==> config.mk <==
export PLATFORM = sky130hd
export DESIGN_NAME = dmem_access_ctrl
export DESIGN_NICKNAME = d
export VERILOG_FILES = /design/src/rtl/dmem_access_ctrl.sv
export SDC_FILE = /design/constraint.sdc
export NUM_CORES = 1
export LEC_CHECK = 0
export ABC_AREA = 1
export CAP_MARGIN = 30
export CORE_ASPECT_RATIO = 0.9
export CORE_MARGIN = 4
export CORE_UTILIZATION = 25
export CTS_CLUSTER_DIAMETER = 200
export DETAILED_ROUTE_END_ITERATION = 6
export GPL_ROUTABILITY_DRIVEN = 1
export SKIP_CTS_REPAIR_TIMING = 1
export SLEW_MARGIN = 20
export SYNTH_ARGS = -nofsm -noshare
export SYNTH_HDL_FRONTEND = slang
export SYNTH_SLANG_ARGS = --single-unit
==> constraint.sdc <==
create_clock -name clk_in -period 4.9 [get_ports clk_in]
set_input_delay 1.47 -clock clk_in [delete_from_list [all_inputs] [get_ports clk_in]]
set_output_delay 1.47 -clock clk_in [all_outputs]
set_load 0.02 [all_outputs]
==> src/rtl/dmem_access_ctrl.sv <==
// dmem_access_ctrl: sequences pipeline load/store requests onto a single-ported,
// word-organised data-memory bus with a req/ack handshake. Misaligned half/word
// accesses are split into two aligned word transactions; store byte masks and
// lane-shifted write data are built here, and load data is merged and extended.
//
// Ports
//   clk_in, rst_n_in         : clock, asynchronous active-low reset
//   req_valid_in/req_ready_o : pipeline request handshake (ready only in IDLE)
//   req_we_in, req_addr_in, req_size_in, req_unsigned_in, req_wdata_in : request
//   rsp_valid_o, rsp_rdata_o, rsp_err_o : one-cycle completion with load data / timeout error
//   dm_req_o/dm_ack_in       : memory bus handshake
//   dm_addr_o, dm_we_o, dm_wmask_o, dm_wdata_o, dm_rdata_in : memory bus payload
module dmem_access_ctrl #(
    parameter int unsigned TIMEOUT_CYCLES = 16
) (
    input  logic        clk_in,
    input  logic        rst_n_in,
    input  logic        req_valid_in,
    output logic        req_ready_o,
    input  logic        req_we_in,
    input  logic [31:0] req_addr_in,
    input  logic [1:0]  req_size_in,
    input  logic        req_unsigned_in,
    input  logic [31:0] req_wdata_in,
    output logic        rsp_valid_o,
    output logic [31:0] rsp_rdata_o,
    output logic        rsp_err_o,
    output logic        dm_req_o,
    input  logic        dm_ack_in,
    output logic [31:0] dm_addr_o,
    output logic        dm_we_o,
    output logic [3:0]  dm_wmask_o,
    output logic [31:0] dm_wdata_o,
    input  logic [31:0] dm_rdata_in
);

    localparam int unsigned CNT_W = (TIMEOUT_CYCLES < 2) ? 1 : $clog2(TIMEOUT_CYCLES + 1);

    typedef enum logic [1:0] {
        ST_IDLE = 2'd0,
        ST_ACC0 = 2'd1,
        ST_ACC1 = 2'd2,
        ST_RESP = 2'd3
    } state_e;

    state_e             state_q, state_d;
    logic [1:0]         off_q, off_d;
    logic [1:0]         size_q, size_d;
    logic               we_q, we_d;
    logic               uns_q, uns_d;
    logic [31:0]        wdata_q, wdata_d;
    logic [31:0]        rdata_lo_q, rdata_lo_d;
    logic [CNT_W-1:0]   cnt_q, cnt_d;
    logic               req_ready_q, req_ready_d;
    logic               dm_req_q, dm_req_d;
    logic [31:0]        dm_addr_q, dm_addr_d;
    logic               dm_we_q, dm_we_d;
    logic [3:0]         dm_wmask_q, dm_wmask_d;
    logic [31:0]        dm_wdata_q, dm_wdata_d;
    logic               rsp_valid_q, rsp_valid_d;
    logic               rsp_err_q, rsp_err_d;
    logic [31:0]        rsp_rdata_q, rsp_rdata_d;

    logic [1:0]         sel_off_c;
    logic [1:0]         sel_size_c;
    logic [31:0]        sel_wdata_c;
    logic [7:0]         base_mask_c;
    logic [63:0]        lane_data_c;
    logic [7:0]         lane_mask_c;
    logic               misaligned_c;
    logic [63:0]        load_buf_c;
    logic [31:0]        load_word_c;
    logic [31:0]        load_ext_c;
    logic               timeout_hit_c;
    logic               done_ok_c;
    logic               done_err_c;

    // Store lane data/mask: live request fields in IDLE, captured fields afterwards
    always_comb begin
        if (state_q == ST_IDLE) begin
            sel_off_c   = req_addr_in[1:0];
            sel_size_c  = req_size_in;
            sel_wdata_c = req_wdata_in;
        end else begin
            sel_off_c   = off_q;
            sel_size_c  = size_q;
            sel_wdata_c = wdata_q;
        end
        case (sel_size_c)
            2'b00:   base_mask_c = 8'h01;
            2'b01:   base_mask_c = 8'h03;
            default: base_mask_c = 8'h0F;
        endcase
        lane_data_c = 64'(sel_wdata_c) << {sel_off_c, 3'b000};
        lane_mask_c = base_mask_c << sel_off_c;
    end

    // A second word is needed whenever the access crosses a word boundary
    assign misaligned_c = ((size_q == 2'b01) && (off_q == 2'd3)) ||
                          (size_q[1] && (off_q != 2'd0));

    // Load merge: the ack'd word is the low half for ACC0, the high half for ACC1
    always_comb begin
        if (state_q == ST_ACC1) begin
            load_buf_c = {dm_rdata_in, rdata_lo_q};
        end else begin
            load_buf_c = {32'h0000_0000, dm_rdata_in};
        end
        load_word_c = 32'(load_buf_c >> {off_q, 3'b000});
        case (size_q)
            2'b00:   load_ext_c = uns_q ? {24'h00_0000, load_word_c[7:0]}
                                        : {{24{load_word_c[7]}}, load_word_c[7:0]};
            2'b01:   load_ext_c = uns_q ? {16'h0000, load_word_c[15:0]}
                                        : {{16{load_word_c[15]}}, load_word_c[15:0]};
            default: load_ext_c = load_word_c;
        endcase
    end

    // Abort fires on the cycle whose missing ack would bring the count to TIMEOUT_CYCLES
    assign timeout_hit_c = (TIMEOUT_CYCLES != 0) &&
                           (cnt_q == CNT_W'(TIMEOUT_CYCLES - 1));

    // Next-state and registered-output logic
    always_comb begin
        state_d     = state_q;
        off_d       = off_q;
        size_d      = size_q;
        we_d        = we_q;
        uns_d       = uns_q;
        wdata_d     = wdata_q;
        rdata_lo_d  = rdata_lo_q;
        cnt_d       = cnt_q;
        req_ready_d = req_ready_q;
        dm_req_d    = dm_req_q;
        dm_addr_d   = dm_addr_q;
        dm_we_d     = dm_we_q;
        dm_wmask_d  = dm_wmask_q;
        dm_wdata_d  = dm_wdata_q;
        rsp_valid_d = 1'b0;
        rsp_err_d   = rsp_err_q;
        rsp_rdata_d = rsp_rdata_q;
        done_ok_c   = 1'b0;
        done_err_c  = 1'b0;

        case (state_q)
            ST_IDLE: begin
                if (req_valid_in) begin
                    state_d     = ST_ACC0;
                    off_d       = req_addr_in[1:0];
                    size_d      = req_size_in;
                    we_d        = req_we_in;
                    uns_d       = req_unsigned_in;
                    wdata_d     = req_wdata_in;
                    cnt_d       = '0;
                    req_ready_d = 1'b0;
                    dm_req_d    = 1'b1;
                    dm_addr_d   = {req_addr_in[31:2], 2'b00};
                    dm_we_d     = req_we_in;
                    dm_wmask_d  = req_we_in ? lane_mask_c[3:0] : 4'h0;
                    dm_wdata_d  = req_we_in ? lane_data_c[31:0] : 32'h0000_0000;
                end
            end
            ST_ACC0, ST_ACC1: begin
                if (dm_ack_in) begin
                    rdata_lo_d = dm_rdata_in;
                    if ((state_q == ST_ACC0) && misaligned_c) begin
                        state_d    = ST_ACC1;
                        cnt_d      = '0;
                        dm_addr_d  = dm_addr_q + 32'd4;
                        dm_wmask_d = we_q ? lane_mask_c[7:4] : 4'h0;
                        dm_wdata_d = we_q ? lane_data_c[63:32] : 32'h0000_0000;
                    end else begin
                        done_ok_c = 1'b1;
                    end
                end else if (timeout_hit_c) begin
                    done_err_c = 1'b1;
                end else begin
                    cnt_d = cnt_q + CNT_W'(1);
                end
            end
            default: begin
                state_d     = ST_IDLE;
                req_ready_d = 1'b1;
            end
        endcase

        // Common completion path for normal end and timeout abort
        if (done_ok_c || done_err_c) begin
            state_d     = ST_RESP;
            dm_req_d    = 1'b0;
            dm_we_d     = 1'b0;
            dm_wmask_d  = 4'h0;
            dm_wdata_d  = 32'h0000_0000;
            rsp_valid_d = 1'b1;
            rsp_err_d   = done_err_c;
            rsp_rdata_d = (done_ok_c && !we_q) ? load_ext_c : 32'h0000_0000;
        end
    end

    // State and output registers
    always_ff @(posedge clk_in or negedge rst_n_in) begin
        if (!rst_n_in) begin
            state_q     <= ST_IDLE;
            off_q       <= 2'd0;
            size_q      <= 2'd0;
            we_q        <= 1'b0;
            uns_q       <= 1'b0;
            wdata_q     <= 32'h0000_0000;
            rdata_lo_q  <= 32'h0000_0000;
            cnt_q       <= '0;
            req_ready_q <= 1'b1;
            dm_req_q    <= 1'b0;
            dm_addr_q   <= 32'h0000_0000;
            dm_we_q     <= 1'b0;
            dm_wmask_q  <= 4'h0;
            dm_wdata_q  <= 32'h0000_0000;
            rsp_valid_q <= 1'b0;
            rsp_err_q   <= 1'b0;
            rsp_rdata_q <= 32'h0000_0000;
        end else begin
            state_q     <= state_d;
            off_q       <= off_d;
            size_q      <= size_d;
            we_q        <= we_d;
            uns_q       <= uns_d;
            wdata_q     <= wdata_d;
            rdata_lo_q  <= rdata_lo_d;
            cnt_q       <= cnt_d;
            req_ready_q <= req_ready_d;
            dm_req_q    <= dm_req_d;
            dm_addr_q   <= dm_addr_d;
            dm_we_q     <= dm_we_d;
            dm_wmask_q  <= dm_wmask_d;
            dm_wdata_q  <= dm_wdata_d;
            rsp_valid_q <= rsp_valid_d;
            rsp_err_q   <= rsp_err_d;
            rsp_rdata_q <= rsp_rdata_d;
        end
    end

    assign req_ready_o = req_ready_q;
    assign dm_req_o    = dm_req_q;
    assign dm_addr_o   = dm_addr_q;
    assign dm_we_o     = dm_we_q;
    assign dm_wmask_o  = dm_wmask_q;
    assign dm_wdata_o  = dm_wdata_q;
    assign rsp_valid_o = rsp_valid_q;
    assign rsp_err_o   = rsp_err_q;
    assign rsp_rdata_o = rsp_rdata_q;

endmodule

==> report_table.html, run 1 <==
<table>
<tr><th>Metric</th><th>Value</th></tr>
<tr><th colspan="2">Outcome</th></tr>
<tr><td>Outcome</td><td>finished clean</td></tr>
<tr><th colspan="2">Routing</th></tr>
<tr><td>Residual antenna-violating net count after detailed routing</td><td>0</td></tr>
<tr><td>Remaining design rule violation count</td><td>0</td></tr>
<tr><td>Detailed-route wire length</td><td>roughly 41000 microns</td></tr>
<tr><td>1st-iter DRT viols</td><td>between 800 and 900</td></tr>
<tr><td>Vias per inst</td><td>around 4.7</td></tr>
<tr><td>Routed via count</td><td>about 12000</td></tr>
<tr><td>Count of TritonRoute iterations in the first routing pass</td><td>5</td></tr>
<tr><td>Final routed wire length divided by cell count</td><td>between 15 and 20 microns</td></tr>
<tr><th colspan="2">Synthesis</th></tr>
<tr><td>Post-synth design cell area</td><td>11200 sq um</td></tr>
<tr><td>Share of the yosys chip area belonging to registers</td><td>approximately two fifths</td></tr>
<tr><td>Number of distinct library cells after synthesis</td><td>36</td></tr>
<tr><td>Average footprint of a synthesized cell</td><td>~6.5 sq um</td></tr>
<tr><td>Gate count of the mapped netlist</td><td>around 1700</td></tr>
<tr><td>Synth warn</td><td>0</td></tr>
<tr><td>Flops &amp; latches, synth</td><td>180</td></tr>
<tr><th colspan="2">GRT</th></tr>
<tr><td>Number of antenna violations at the first check in global routing</td><td>0</td></tr>
<tr><td>Aggregate global routing overflow</td><td>0</td></tr>
<tr><td>GRT Total Usage</td><td>17.0%</td></tr>
<tr><td>Pin count of the biggest net entering global routing</td><td>92</td></tr>
<tr><td>Global-route wire length before repair</td><td>between 60000 and 70000 microns</td></tr>
<tr><td>Vias in the first global route</td><td>11202</td></tr>
<tr><th colspan="2">STA</th></tr>
<tr><td>Slew Limit Headroom</td><td>a little under two fifths</td></tr>
<tr><td>Hold violation count in the final report</td><td>0</td></tr>
<tr><td>Pins over their slew limit</td><td>0</td></tr>
<tr><td>Top achievable clock speed</td><td>about 300 MHz</td></tr>
<tr><td>Hold slack final</td><td>a little under 500 ps</td></tr>
<tr><td>Worst Tran Pin Value</td><td>924 ps</td></tr>
<tr><td>Setup repair after global routing missed its margin</td><td>false</td></tr>
<tr><td>Final critical-path share of the clock period</td><td>between 60 and 70%</td></tr>
<tr><td>Min Tclk post-route</td><td>about 3300 ps</td></tr>
<tr><td>Count of endpoints failing setup in the final report</td><td>0</td></tr>
<tr><td>Setup TNS after final layout</td><td>0 ps</td></tr>
<tr><td>Final setup skew</td><td>around 15 ps</td></tr>
<tr><th colspan="2">Floorplan</th></tr>
<tr><td>Initial core utilization</td><td>approximately a quarter</td></tr>
<tr><td>Die Footprint</td><td>between 40000 and 50000 sq um</td></tr>
<tr><td>Num rows</td><td>73</td></tr>
<tr><td>I/O pins</td><td>roughly 210</td></tr>
<tr><td>Die width</td><td>231 microns</td></tr>
<tr><td>CORE AREA</td><td>about 44000 sq um</td></tr>
<tr><td>Overall die height</td><td>208 microns</td></tr>
<tr><th colspan="2">Cells and area</th></tr>
<tr><td>Total non-filler cell area in the finished layout</td><td>between 10000 and 15000 sq um</td></tr>
<tr><td>Nets@finish</td><td>1965</td></tr>
<tr><td>Layout overhead on the synthesized area</td><td>28.1%</td></tr>
<tr><td>Antenna fix cells</td><td>0</td></tr>
<tr><td>Share of final-layout standard cells stronger than drive strength 1</td><td>4.34%</td></tr>
<tr><th colspan="2">Setup path</th></tr>
<tr><td>Worst Path Required</td><td>5280 ps</td></tr>
<tr><td>CP Data Arrival Time</td><td>roughly 3700 ps</td></tr>
<tr><td>Classification of the worst setup path</td><td>input port to flip-flop</td></tr>
<tr><td>Worst flop-to-flop path endpoint</td><td>rsp_rdata_o[7]</td></tr>
<tr><td>Worst Setup Start Kind</td><td>input port</td></tr>
<tr><td>Worst Setup SP</td><td>req_valid_in</td></tr>
<tr><td>Flop-to-flop setup slack</td><td>1830 ps</td></tr>
<tr><td>Number of cell instances on the worst register-to-register path</td><td>10</td></tr>
<tr><td>Origin of the critical flop-to-flop path</td><td>state_q[0]</td></tr>
<tr><td>Worst Path Max Fanout</td><td>34</td></tr>
<tr><td>Critical path capture point</td><td>dm_addr_o[6]</td></tr>
<tr><td>CP endpoint kind</td><td>flip-flop</td></tr>
<tr><th colspan="2">Place</th></tr>
<tr><td>DPL Wire Length</td><td>30100 microns</td></tr>
<tr><td>Cell Area, Placed</td><td>13600 sq um</td></tr>
<tr><td>Weighted congestion at the end of routability-driven global placement</td><td>0.873</td></tr>
<tr><td>Port Buf Inserts</td><td>between 200 and 250</td></tr>
<tr><th colspan="2">CTS</th></tr>
<tr><td>Maximum buffer depth of the clock tree</td><td>2</td></tr>
<tr><td>Later-pin clock latency in the skew report</td><td>between 400 and 500 ps</td></tr>
<tr><td>Clock transition at the registers of the reported paths</td><td>about 70 ps</td></tr>
<tr><td>Number of clock buffers inserted by TritonCTS</td><td>17</td></tr>
<tr><td>H-tree depth</td><td>4</td></tr>
<tr><td>CTS root buffer</td><td>clkbuf_16</td></tr>
<tr><td>TritonCTS sink count</td><td>180</td></tr>
<tr><td>TritonCTS clock tree</td><td>built</td></tr>
<tr><th colspan="2">Min path</th></tr>
<tr><td>Worst hold path class</td><td>flip-flop to flip-flop</td></tr>
<tr><th colspan="2">Power and ir drop</th></tr>
<tr><td>Largest voltage drop on the vdd net</td><td>approximately 0.52 mV</td></tr>
<tr><td>Standby leakage power</td><td>6.67 nW</td></tr>
<tr><td>Pwr Density</td><td>approximately 750 nW/um^2</td></tr>
<tr><th colspan="2">Run</th></tr>
<tr><td>Number of max-capacitance violations reported</td><td>0</td></tr>
</table>
report_power, final:
part | switching [W] | internal [W]
clock | 0.000667 | 0.000827
combinational | 0.00449 | 0.00212
sequential | 0.000527 | 0.00214
total | 0.00569 | 0.00509
layout by cell type, fill, tap and decap left out, types with 2 or more instances in the layout:
master           count
clkinvlp_4           2
o21ai_1             20
nand3_1            127
dfrtp_1            179
nand2_1            705
inv_6                2
nand3_2              3
nand3b_1             7
ha_1                 4
o211ai_1            32
inv_8                2
xnor2_1              2
inv_2               13
bufinv_16            3
nor2_2               2
a31oi_1             11
o21ai_0            161
inv_1               93
clkinv_4             2
nor2_1             168
a21oi_1             48
nor3_1              10
clkinv_2             2
nand2_2              8
clkdlybuf4s50_1    205
conb_1               2
o22ai_1              2
buf_4               15
ha_2                 2
nand4_1              4
clkbuf_16           17
worst max-delay path: stages:
cell and delay [ps]:
clkdlybuf4s50_1 510, nor2_1 80, a21oi_1 180, inv_2 80, nor2_2 90, nand2_2 380, inv_2 540, o21ai_0 200
a21oi_1 160
sequential cells by signal, indices dropped and copies added, names as in the netlist:
name,cells
dm_wdata_o,32
rdata_lo_q,32
rsp_rdata_o,32
wdata_q,32
dm_addr_o,30
cnt_q,5
dm_wmask_o,4
off_q,2
size_q,2
state_q,2
dm_req_o,1
dm_we_o,1
req_ready_o,1
rsp_err_o,1
rsp_valid_o,1
uns_q,1
we_q,1
synth_stat cells:
library cell / number / area share, %
buf_1: 5 / 0.17
nor2_1: 168 / 5.7
nand3b_1: 7 / 0.47
a21oi_1: 48 / 2.2
o211ai_1: 32 / 2.2
o21ai_0: 161 / 7.2
o22ai_1: 2 / 0.11
clkbuf_1: 37 / 1.2
or2_1: 1 / 0.056
xnor2_1: 2 / 0.16
dfstp_2: 1 / 0.24
inv_1: 93 / 3.1
o21ai_1: 20 / 0.90
ha_1: 6 / 0.67
conb_1: 1 / 0.034
nand2_1: 705 / 24
dfrtp_1: 179 / 40
xor2_1: 1 / 0.079
nor3_1: 10 / 0.45
nand4_1: 4 / 0.22
buf_4: 18 / 1.2
buf_2: 33 / 1.5
buf_6: 1 / 0.10
nand2_2: 8 / 0.45
mux2i_1: 1 / 0.090
a211oi_1: 1 / 0.067
inv_2: 13 / 0.44
nor2_8: 1 / 0.18
nor2_4: 1 / 0.10
nand3_2: 3 / 0.27
a31oi_1: 11 / 0.62
or2_2: 1 / 0.056
a22o_1: 1 / 0.079
nor2_2: 2 / 0.11
o21bai_1: 1 / 0.067
nand3_1: 127 / 5.7
logic make-up (layout without fill, tap and decap cells):
group | Yosys count | in the layout | share of synthesized area, %
and+or+nand+nor | 1038 | 1038 | 37.4
AOI/OAI and AO/OA | 277 | 277 | 13.4
buffers and inverters | 200 | 361 | 7.77
DFF | 180 | 180 | 40.4
adders and majority gates | 6 | 6 | 0.673
xor gates and xnor gates | 3 | 3 | 0.236
other | 1 | 2 | 0.0336
muxes | 1 | 1 | 0.0897
per-layer routing:
metal	wire [microns]	global-route usage, %	part of all wire, %	vias to the layer above
li1	-	-	-	5770
met1	19300	23.7	47	5533
met2	19000	27.2	46	360
met3	2000	3.12	4.9	39
met4	735	4.37	1.8	0
met5	0	0	0	-
per-stage QoR:
stage / instances / setup slack [ps] / total power (W) / util (%)
after global routing: 2468 / 1230 / 0.0118 / 32.4
after floorplan: 1707 / 2370 / 0.00716 / -
after detailed placement: 2435 / 1090 / 0.00929 / 30.9
after global placement: 2435 / 1170 / 0.00922 / 30.9
after CTS: 2467 / 1570 / 0.0108 / 32.3
final: 2468 / 1570 / 0.0108 / 32.4
cell type report:
type	count	area, sq um
tap	600	751
clock inverter	13	173
multi-input combinational	1327	5790
clock buffer	19	443
sequential	180	4510
fill	4745	29800
timing repair buffer	223	2220
inverter	106	398
how the worst min path moves through the flow:
stage / cells after the start / to / from / slack (ps)
2_1_floorplan: 2 / rdata_lo_q[15] / rdata_lo_q[15] / 450
3_3_place_gp: 2 / wdata_q[22] / wdata_q[22] / 460
3_5_place_dp: 2 / wdata_q[15] / wdata_q[15] / 460
4_1_cts: 2 / wdata_q[15] / wdata_q[15] / 480
5_1_grt: 2 / wdata_q[15] / wdata_q[15] / 500
6_report: 2 / rsp_rdata_o[9] / rsp_rdata_o[9] / 480
Power figures use the tool's default switching activity.
==> run 2: changes to the inputs <==
Clock period 4.9 ns to 3.3 ns, I/O delays scaled along.
==> report_table.html, run 2 (same netlist as run 1, synthesis figures left out) <==
<table>
<tr><th>Metric</th><th>Value</th></tr>
<tr><th colspan="2">Outcome</th></tr>
<tr><td>Outcome</td><td>finished clean</td></tr>
<tr><th colspan="2">Setup path</th></tr>
<tr><td>Worst path top cell family by delay</td><td>buffers and inverters</td></tr>
<tr><td>Max stage delay cell, worst path</td><td>clkdlybuf4s50_1</td></tr>
<tr><td>Number of cell instances on the worst register-to-register path</td><td>11</td></tr>
<tr><td>Crit-path max cell delay</td><td>slightly below 700 ps</td></tr>
<tr><td>Worst Path Max Fanout</td><td>6</td></tr>
<tr><td>Buffer and inverter count on the worst path</td><td>1</td></tr>
<tr><td>Classification of the worst setup path</td><td>flip-flop to primary output</td></tr>
<tr><td>Worst flop-to-flop path endpoint</td><td>dm_wdata_o[11]</td></tr>
<tr><td>Stages on the worst setup path</td><td>1</td></tr>
<tr><td>Critical path capture point</td><td>dm_addr_o[24]</td></tr>
<tr><td>Worst Path Required</td><td>approximately 2300 ps</td></tr>
<tr><td>Worst Setup Start Kind</td><td>flip-flop</td></tr>
<tr><td>Origin of the critical flop-to-flop path</td><td>state_q[1]</td></tr>
<tr><td>Cell Chain, Critical Path</td><td>clkdlybuf4s50_1</td></tr>
<tr><td>CP Data Arrival Time</td><td>1630 ps</td></tr>
<tr><td>Flop-to-flop setup slack</td><td>730 ps</td></tr>
<tr><td>CP endpoint kind</td><td>primary output</td></tr>
<tr><td>Worst Setup SP</td><td>dm_addr_o[24]</td></tr>
<tr><th colspan="2">STA</th></tr>
<tr><td>Worst Tran Pin Value</td><td>approximately 800 ps</td></tr>
<tr><td>Pins over their slew limit</td><td>0</td></tr>
<tr><td>Min Tclk post-route</td><td>2620 ps</td></tr>
<tr><td>Final setup skew</td><td>between 10 and 15 ps</td></tr>
<tr><td>Setup TNS after final layout</td><td>0 ps</td></tr>
<tr><td>Hold violation count in the final report</td><td>0</td></tr>
<tr><td>Top achievable clock speed</td><td>between 300 and 400 MHz</td></tr>
<tr><td>Setup repair after global routing missed its margin</td><td>false</td></tr>
<tr><td>Final critical-path share of the clock period</td><td>between 70% and 80%</td></tr>
<tr><td>Hold slack final</td><td>approximately 460 ps</td></tr>
<tr><td>Count of endpoints failing setup in the final report</td><td>0</td></tr>
<tr><td>Slew Limit Headroom</td><td>between 40% and 50%</td></tr>
<tr><th colspan="2">CTS</th></tr>
<tr><td>Later-pin clock latency in the skew report</td><td>approximately 460 ps</td></tr>
<tr><td>CTS root buffer</td><td>clkbuf_16</td></tr>
<tr><td>TritonCTS sink count</td><td>180</td></tr>
<tr><td>Maximum buffer depth of the clock tree</td><td>2</td></tr>
<tr><td>H-tree depth</td><td>4</td></tr>
<tr><td>Number of clock buffers inserted by TritonCTS</td><td>17</td></tr>
<tr><td>Clock transition at the registers of the reported paths</td><td>around 70 ps</td></tr>
<tr><td>TritonCTS clock tree</td><td>built</td></tr>
<tr><th colspan="2">Power and ir drop</th></tr>
<tr><td>Largest voltage drop on the vdd net</td><td>approximately 0.60 mV</td></tr>
<tr><td>Sequential group share of total power</td><td>between 20 and 25%</td></tr>
<tr><td>Proportion of power drawn by the clock network</td><td>a little over an eighth</td></tr>
<tr><td>Switching power summed over all nets</td><td>0.00844 W</td></tr>
<tr><td>Combinational fraction of design power</td><td>about 62%</td></tr>
<tr><td>Internal Dissipation</td><td>~0.0076 W</td></tr>
<tr><td>Pwr Density</td><td>around 1100 nW/um^2</td></tr>
<tr><td>Standby leakage power</td><td>6.70 nW</td></tr>
<tr><td>Switching share of power</td><td>between 50 and 60%</td></tr>
<tr><th colspan="2">Place</th></tr>
<tr><td>Weighted congestion at the end of routability-driven global placement</td><td>0.905</td></tr>
<tr><td>DPL Wire Length</td><td>30900 microns</td></tr>
<tr><td>Port Buf Inserts</td><td>approximately 210</td></tr>
<tr><th colspan="2">Routing</th></tr>
<tr><td>Count of TritonRoute iterations in the first routing pass</td><td>6</td></tr>
<tr><td>Vias per inst</td><td>about 4.7</td></tr>
<tr><td>Detailed-route wire length</td><td>41200 microns</td></tr>
<tr><td>Residual antenna-violating net count after detailed routing</td><td>0</td></tr>
<tr><td>Final routed wire length divided by cell count</td><td>~17 microns</td></tr>
<tr><td>Remaining design rule violation count</td><td>0</td></tr>
<tr><td>Routed via count</td><td>roughly 12000</td></tr>
<tr><td>1st-iter DRT viols</td><td>just under 1000</td></tr>
<tr><th colspan="2">Floorplan</th></tr>
<tr><td>Initial core utilization</td><td>between 20% and 30%</td></tr>
<tr><td>Num rows</td><td>73</td></tr>
<tr><td>Die Footprint</td><td>48100 sq um</td></tr>
<tr><td>Overall die height</td><td>208 microns</td></tr>
<tr><td>I/O pins</td><td>~210</td></tr>
<tr><td>CORE AREA</td><td>between 40000 and 50000 sq um</td></tr>
<tr><td>Die width</td><td>roughly 230 microns</td></tr>
<tr><th colspan="2">GRT</th></tr>
<tr><td>Number of antenna violations at the first check in global routing</td><td>0</td></tr>
<tr><td>GRT Total Usage</td><td>between 15 and 20%</td></tr>
<tr><td>Vias in the first global route</td><td>between 10000 and 15000</td></tr>
<tr><td>Pin count of the biggest net entering global routing</td><td>64</td></tr>
<tr><td>Global-route wire length before repair</td><td>~65000 microns</td></tr>
<tr><td>Aggregate global routing overflow</td><td>0</td></tr>
<tr><th colspan="2">Cells and area</th></tr>
<tr><td>Antenna fix cells</td><td>0</td></tr>
<tr><td>Most frequent standard cell in the layout excluding fill and tap cells</td><td>nand2_1</td></tr>
<tr><td>Nets@finish</td><td>1975</td></tr>
<tr><td>Most frequent cells in the layout</td><td>nand2_1, clkdlybuf4s50_1, dfrtp_1, nor2_1, o21ai_0</td></tr>
<tr><td>Share of final-layout standard cells stronger than drive strength 1</td><td>under 10%</td></tr>
<tr><td>Layout overhead on the synthesized area</td><td>28.4%</td></tr>
<tr><th colspan="2">Run</th></tr>
<tr><td>Number of max-capacitance violations reported</td><td>0</td></tr>
<tr><th colspan="2">Min path</th></tr>
<tr><td>Worst hold path class</td><td>input port to async pin</td></tr>
</table>
[run 2: changes by cell type in the layout (fill, tap and decap cells not counted)]
cell	previous run	this run
clkbuf_8	1	4
clkinv_2	2	1
buf_12	1	3
inv_8	2	0
bufinv_16	3	1
buf_16	1	0
buf_4	15	24
clkinv_4	2	3
[run 2: stage by stage]
step                util, %  setup slack, ps  instances  instance area [sq um]  power (W)
floorplan                 -             1250       1707                  11200     0.0106
global placement       31.2              401       2446                  13700     0.0138
detailed placement     31.2              352       2446                  13700     0.0139
CTS                    32.5              641       2477                  14300     0.0161
global route           32.5              501       2477                  14300     0.0175
finish                 32.5              677       2477                  14300     0.0160
[run 2: area by class of cell]
type	count	area, sq um
clock buffer	22	484
inverter	106	398
fill	4758	29800
sequential	180	4510
clock inverter	9	93.8
timing repair buffer	233	2300
multi-input combinational	1327	5790
tap	600	751
[run 2: worst min-delay path by stage]
stage	start	endpoint	slack [ps]	cells past startpoint
3_5_place_dp	wdata_q[25]	wdata_q[25]	470	2
5_1_grt	rst_n_in	rsp_rdata_o[30]	460	1
6_report	rst_n_in	rsp_rdata_o[30]	460	1
2_1_floorplan	rdata_lo_q[15]	rdata_lo_q[15]	450	2
4_1_cts	rst_n_in	rsp_rdata_o[22]	450	1
3_3_place_gp	wdata_q[17]	wdata_q[17]	460	2
[run 2: power by group through the flow]
stage	registers (W)	logic (W)	clock network (W)
6_report	0.00395	0.00998	0.00208
5_1_grt	0.00407	0.0112	0.00225
4_1_cts	0.00395	0.00999	0.00215
3_5_place_dp	0.00398	0.00996	0
3_3_place_gp	0.00396	0.00988	0
2_1_floorplan	0.00428	0.00635	0
[run 2: per-layer routing]
layer	share of wire [%]	vias up	global-route usage (%)
li1	-	5771	-
met2	46	414	27.6
met4	1.5	0	3.88
met5	0	-	0
met1	47	5407	24.0
met3	5.0	42	2.66
==> run 3: changes to the inputs <==
Clock period 3.3 ns to 2.6 ns, I/O delays scaled along.
==> report_table.html, run 3 (same netlist as run 1, synthesis figures left out) <==
<table>
<tr><th>Metric</th><th>Value</th></tr>
<tr><th colspan="2">GRT</th></tr>
<tr><td>Pin count of the biggest net entering global routing</td><td>between 60 and 70</td></tr>
<tr><td>Vias in the first global route</td><td>11421</td></tr>
<tr><td>Global-route wire length before repair</td><td>65300 microns</td></tr>
<tr><td>GRT Total Usage</td><td>about 17%</td></tr>
<tr><td>Aggregate global routing overflow</td><td>0</td></tr>
<tr><td>Number of antenna violations at the first check in global routing</td><td>1</td></tr>
<tr><th colspan="2">CTS</th></tr>
<tr><td>Maximum buffer depth of the clock tree</td><td>2</td></tr>
<tr><td>Clock transition at the registers of the reported paths</td><td>approximately 80 ps</td></tr>
<tr><td>TritonCTS clock tree</td><td>built</td></tr>
<tr><td>Later-pin clock latency in the skew report</td><td>roughly 490 ps</td></tr>
<tr><td>CTS root buffer</td><td>clkbuf_16</td></tr>
<tr><td>H-tree depth</td><td>4</td></tr>
<tr><td>TritonCTS sink count</td><td>between 150 and 200</td></tr>
<tr><td>Number of clock buffers inserted by TritonCTS</td><td>17</td></tr>
<tr><th colspan="2">Cells and area</th></tr>
<tr><td>Number of filler instances in the final layout</td><td>between 4000 and 5000</td></tr>
<tr><td>Layout overhead on the synthesized area</td><td>31.7%</td></tr>
<tr><td>Most frequent cells in the layout</td><td>nand2_1, clkdlybuf4s50_1, dfrtp_1, nor2_1, o21ai_0</td></tr>
<tr><td>Total area of multi-input combinational cells</td><td>slightly below 6000 sq um</td></tr>
<tr><td>Most frequent standard cell in the layout excluding fill and tap cells</td><td>nand2_1</td></tr>
<tr><td>Seq. cell area</td><td>4510 sq um</td></tr>
<tr><td>Total non-filler cell area in the finished layout</td><td>approximately 15000 sq um</td></tr>
<tr><td>Share of final-layout standard cells stronger than drive strength 1</td><td>6.30%</td></tr>
<tr><td>Nets@finish</td><td>approximately 2000</td></tr>
<tr><td>Post-route insts no fill</td><td>about 2500</td></tr>
<tr><th colspan="2">Place</th></tr>
<tr><td>Instance count after placement with tap cells included</td><td>between 2000 and 2500</td></tr>
<tr><td>Port Buf Inserts</td><td>around 210</td></tr>
<tr><td>Pre-CTS WS</td><td>about 11 ps</td></tr>
<tr><td>Weighted congestion at the end of routability-driven global placement</td><td>0.925</td></tr>
<tr><td>Cell Area, Placed</td><td>approximately 14000 sq um</td></tr>
<tr><td>DPL Wire Length</td><td>between 30000 and 40000 microns</td></tr>
<tr><th colspan="2">STA</th></tr>
<tr><td>Pins over their slew limit</td><td>0</td></tr>
<tr><td>Slack of the critical path</td><td>between 150 and 200 ps</td></tr>
<tr><td>Slew Limit Headroom</td><td>a little over half</td></tr>
<tr><td>Final critical-path share of the clock period</td><td>between 90% and 100%</td></tr>
<tr><td>Count of endpoints failing setup in the final report</td><td>0</td></tr>
<tr><td>Final setup skew</td><td>about 15 ps</td></tr>
<tr><td>Setup TNS after final layout</td><td>0 ps</td></tr>
<tr><td>Worst Tran Pin Value</td><td>675 ps</td></tr>
<tr><td>Setup repair after global routing missed its margin</td><td>false</td></tr>
<tr><td>Top achievable clock speed</td><td>413 MHz</td></tr>
<tr><td>Hold violation count in the final report</td><td>0</td></tr>
<tr><td>Min Tclk post-route</td><td>2420 ps</td></tr>
<tr><th colspan="2">Routing</th></tr>
<tr><td>Length of routed wiring on met1</td><td>around 19000 microns</td></tr>
<tr><td>Remaining design rule violation count</td><td>0</td></tr>
<tr><td>Final routed wire length divided by cell count</td><td>approximately 16 microns</td></tr>
<tr><td>Met2 routed WL</td><td>approximately 19000 microns</td></tr>
<tr><td>Detailed-route wire length</td><td>between 40000 and 50000 microns</td></tr>
<tr><td>Uppermost routed layer</td><td>met4</td></tr>
<tr><td>Detail Route met3 WL</td><td>just over 2000 microns</td></tr>
<tr><td>Count of TritonRoute iterations in the first routing pass</td><td>7</td></tr>
<tr><td>1st-iter DRT viols</td><td>~910</td></tr>
<tr><td>Vias per inst</td><td>between 4 and 5</td></tr>
<tr><td>Routed via count</td><td>approximately 12000</td></tr>
<tr><td>Residual antenna-violating net count after detailed routing</td><td>0</td></tr>
<tr><th colspan="2">Setup path</th></tr>
<tr><td>Worst path top cell family by delay</td><td>buffers and inverters</td></tr>
<tr><td>CP endpoint kind</td><td>primary output</td></tr>
<tr><td>Worst Setup Start Kind</td><td>flip-flop</td></tr>
<tr><td>Max stage delay cell, worst path</td><td>clkdlybuf4s50_1</td></tr>
<tr><td>CP Data Arrival Time</td><td>around 1600 ps</td></tr>
<tr><td>Classification of the worst setup path</td><td>flip-flop to primary output</td></tr>
<tr><td>Worst Path Required</td><td>about 1800 ps</td></tr>
<tr><td>Cell Chain, Critical Path</td><td>clkdlybuf4s50_1</td></tr>
<tr><td>Worst Path Max Fanout</td><td>2</td></tr>
<tr><td>Buffer and inverter count on the worst path</td><td>1</td></tr>
<tr><td>Crit-path max cell delay</td><td>600 ps</td></tr>
<tr><th colspan="2">Floorplan</th></tr>
<tr><td>Die Footprint</td><td>a little under 50000 sq um</td></tr>
<tr><td>Num rows</td><td>between 70 and 80</td></tr>
<tr><td>Overall die height</td><td>roughly 210 microns</td></tr>
<tr><td>I/O pins</td><td>~210</td></tr>
<tr><td>Die width</td><td>roughly 230 microns</td></tr>
<tr><td>Initial core utilization</td><td>between 20% and 30%</td></tr>
<tr><td>CORE AREA</td><td>44100 sq um</td></tr>
<tr><th colspan="2">Power and ir drop</th></tr>
<tr><td>Proportion of power drawn by the clock network</td><td>about 13%</td></tr>
<tr><td>Standby leakage power</td><td>slightly below 7 nW</td></tr>
<tr><td>Internal Dissipation</td><td>roughly 0.010 W</td></tr>
<tr><td>Sequential group share of total power</td><td>23.7%</td></tr>
<tr><td>Largest voltage drop on the vdd net</td><td>about 0.56 mV</td></tr>
<tr><td>Combinational fraction of design power</td><td>63.8%</td></tr>
<tr><td>Switching power summed over all nets</td><td>about 0.011 W</td></tr>
<tr><td>Switching share of power</td><td>between 50% and 60%</td></tr>
<tr><td>Pwr Density</td><td>between 1000 and 1500 nW/um^2</td></tr>
<tr><th colspan="2">Outcome</th></tr>
<tr><td>Outcome</td><td>finished clean</td></tr>
<tr><th colspan="2">Min path</th></tr>
<tr><td>Worst hold path class</td><td>input port to async pin</td></tr>
<tr><th colspan="2">Run</th></tr>
<tr><td>Number of max-capacitance violations reported</td><td>0</td></tr>
</table>
[run 3: cell types whose count changed in the layout (fill, tap and decap cells not counted)]
cell        change
buf_12         +12
buf_4          +17
clkbuf_1        -1
clkbuf_8        -2
clkinv_2        +1
clkinv_4        -1
clkinvlp_4      -1
diode_2         +1
inv_6           +3
inv_8           +1
[run 3: power groups by stage]
stage          clock network (W)  registers (W)  logic [W]
5_1_grt                  0.00286        0.00516     0.0151
3_5_place_dp                   0        0.00505     0.0135
6_report                 0.00264        0.00501     0.0135
3_3_place_gp                   0        0.00502     0.0134
4_1_cts                  0.00276        0.00501     0.0135
2_1_floorplan                  0        0.00543    0.00806
[run 3: through the flow]
step | util, % | total power (W) | hold WS (ps)
3_3_place_gp | 32.0 | 0.0184 | 462
5_1_grt | 33.3 | 0.0231 | 163
3_5_place_dp | 32.0 | 0.0185 | 466
4_1_cts | 33.3 | 0.0213 | 129
2_1_floorplan | - | 0.0135 | 449
6_report | 33.3 | 0.0211 | 168
[run 3: layout make-up]
type | count | area share (%)
clock inverter | 12 | 0.818
sequential | 180 | 30.7
clock buffer | 19 | 3.08
antenna | 1 | 0.0170
multi-input combinational | 1327 | 39.4
inverter | 106 | 2.71
timing repair buffer | 262 | 18.2
tap | 600 | 5.11
[run 3: path summary, 6_finish.rpt]
check                                start               to  slack (ps)  depth (start not counted)
hold reg to reg            rsp_rdata_o[10]  rsp_rdata_o[10]         480                          2
setup / recovery               req_ready_o      req_ready_o         180                          1
min in group clk_in        rsp_rdata_o[10]  rsp_rdata_o[10]         480                          2
max in group asynchronous         rst_n_in   rsp_rdata_o[3]        1760                          2
hold / removal                    rst_n_in  rsp_rdata_o[26]         170                          1
setup reg to reg                state_q[0]   dm_wdata_o[13]         410                         12
[run 3: per-layer routing]
metal,GRT usage [%],vias up
met5,0,-
met4,5.74,0
met3,3.59,53
met2,27.2,354
met1,23.5,5507
li1,-,5838
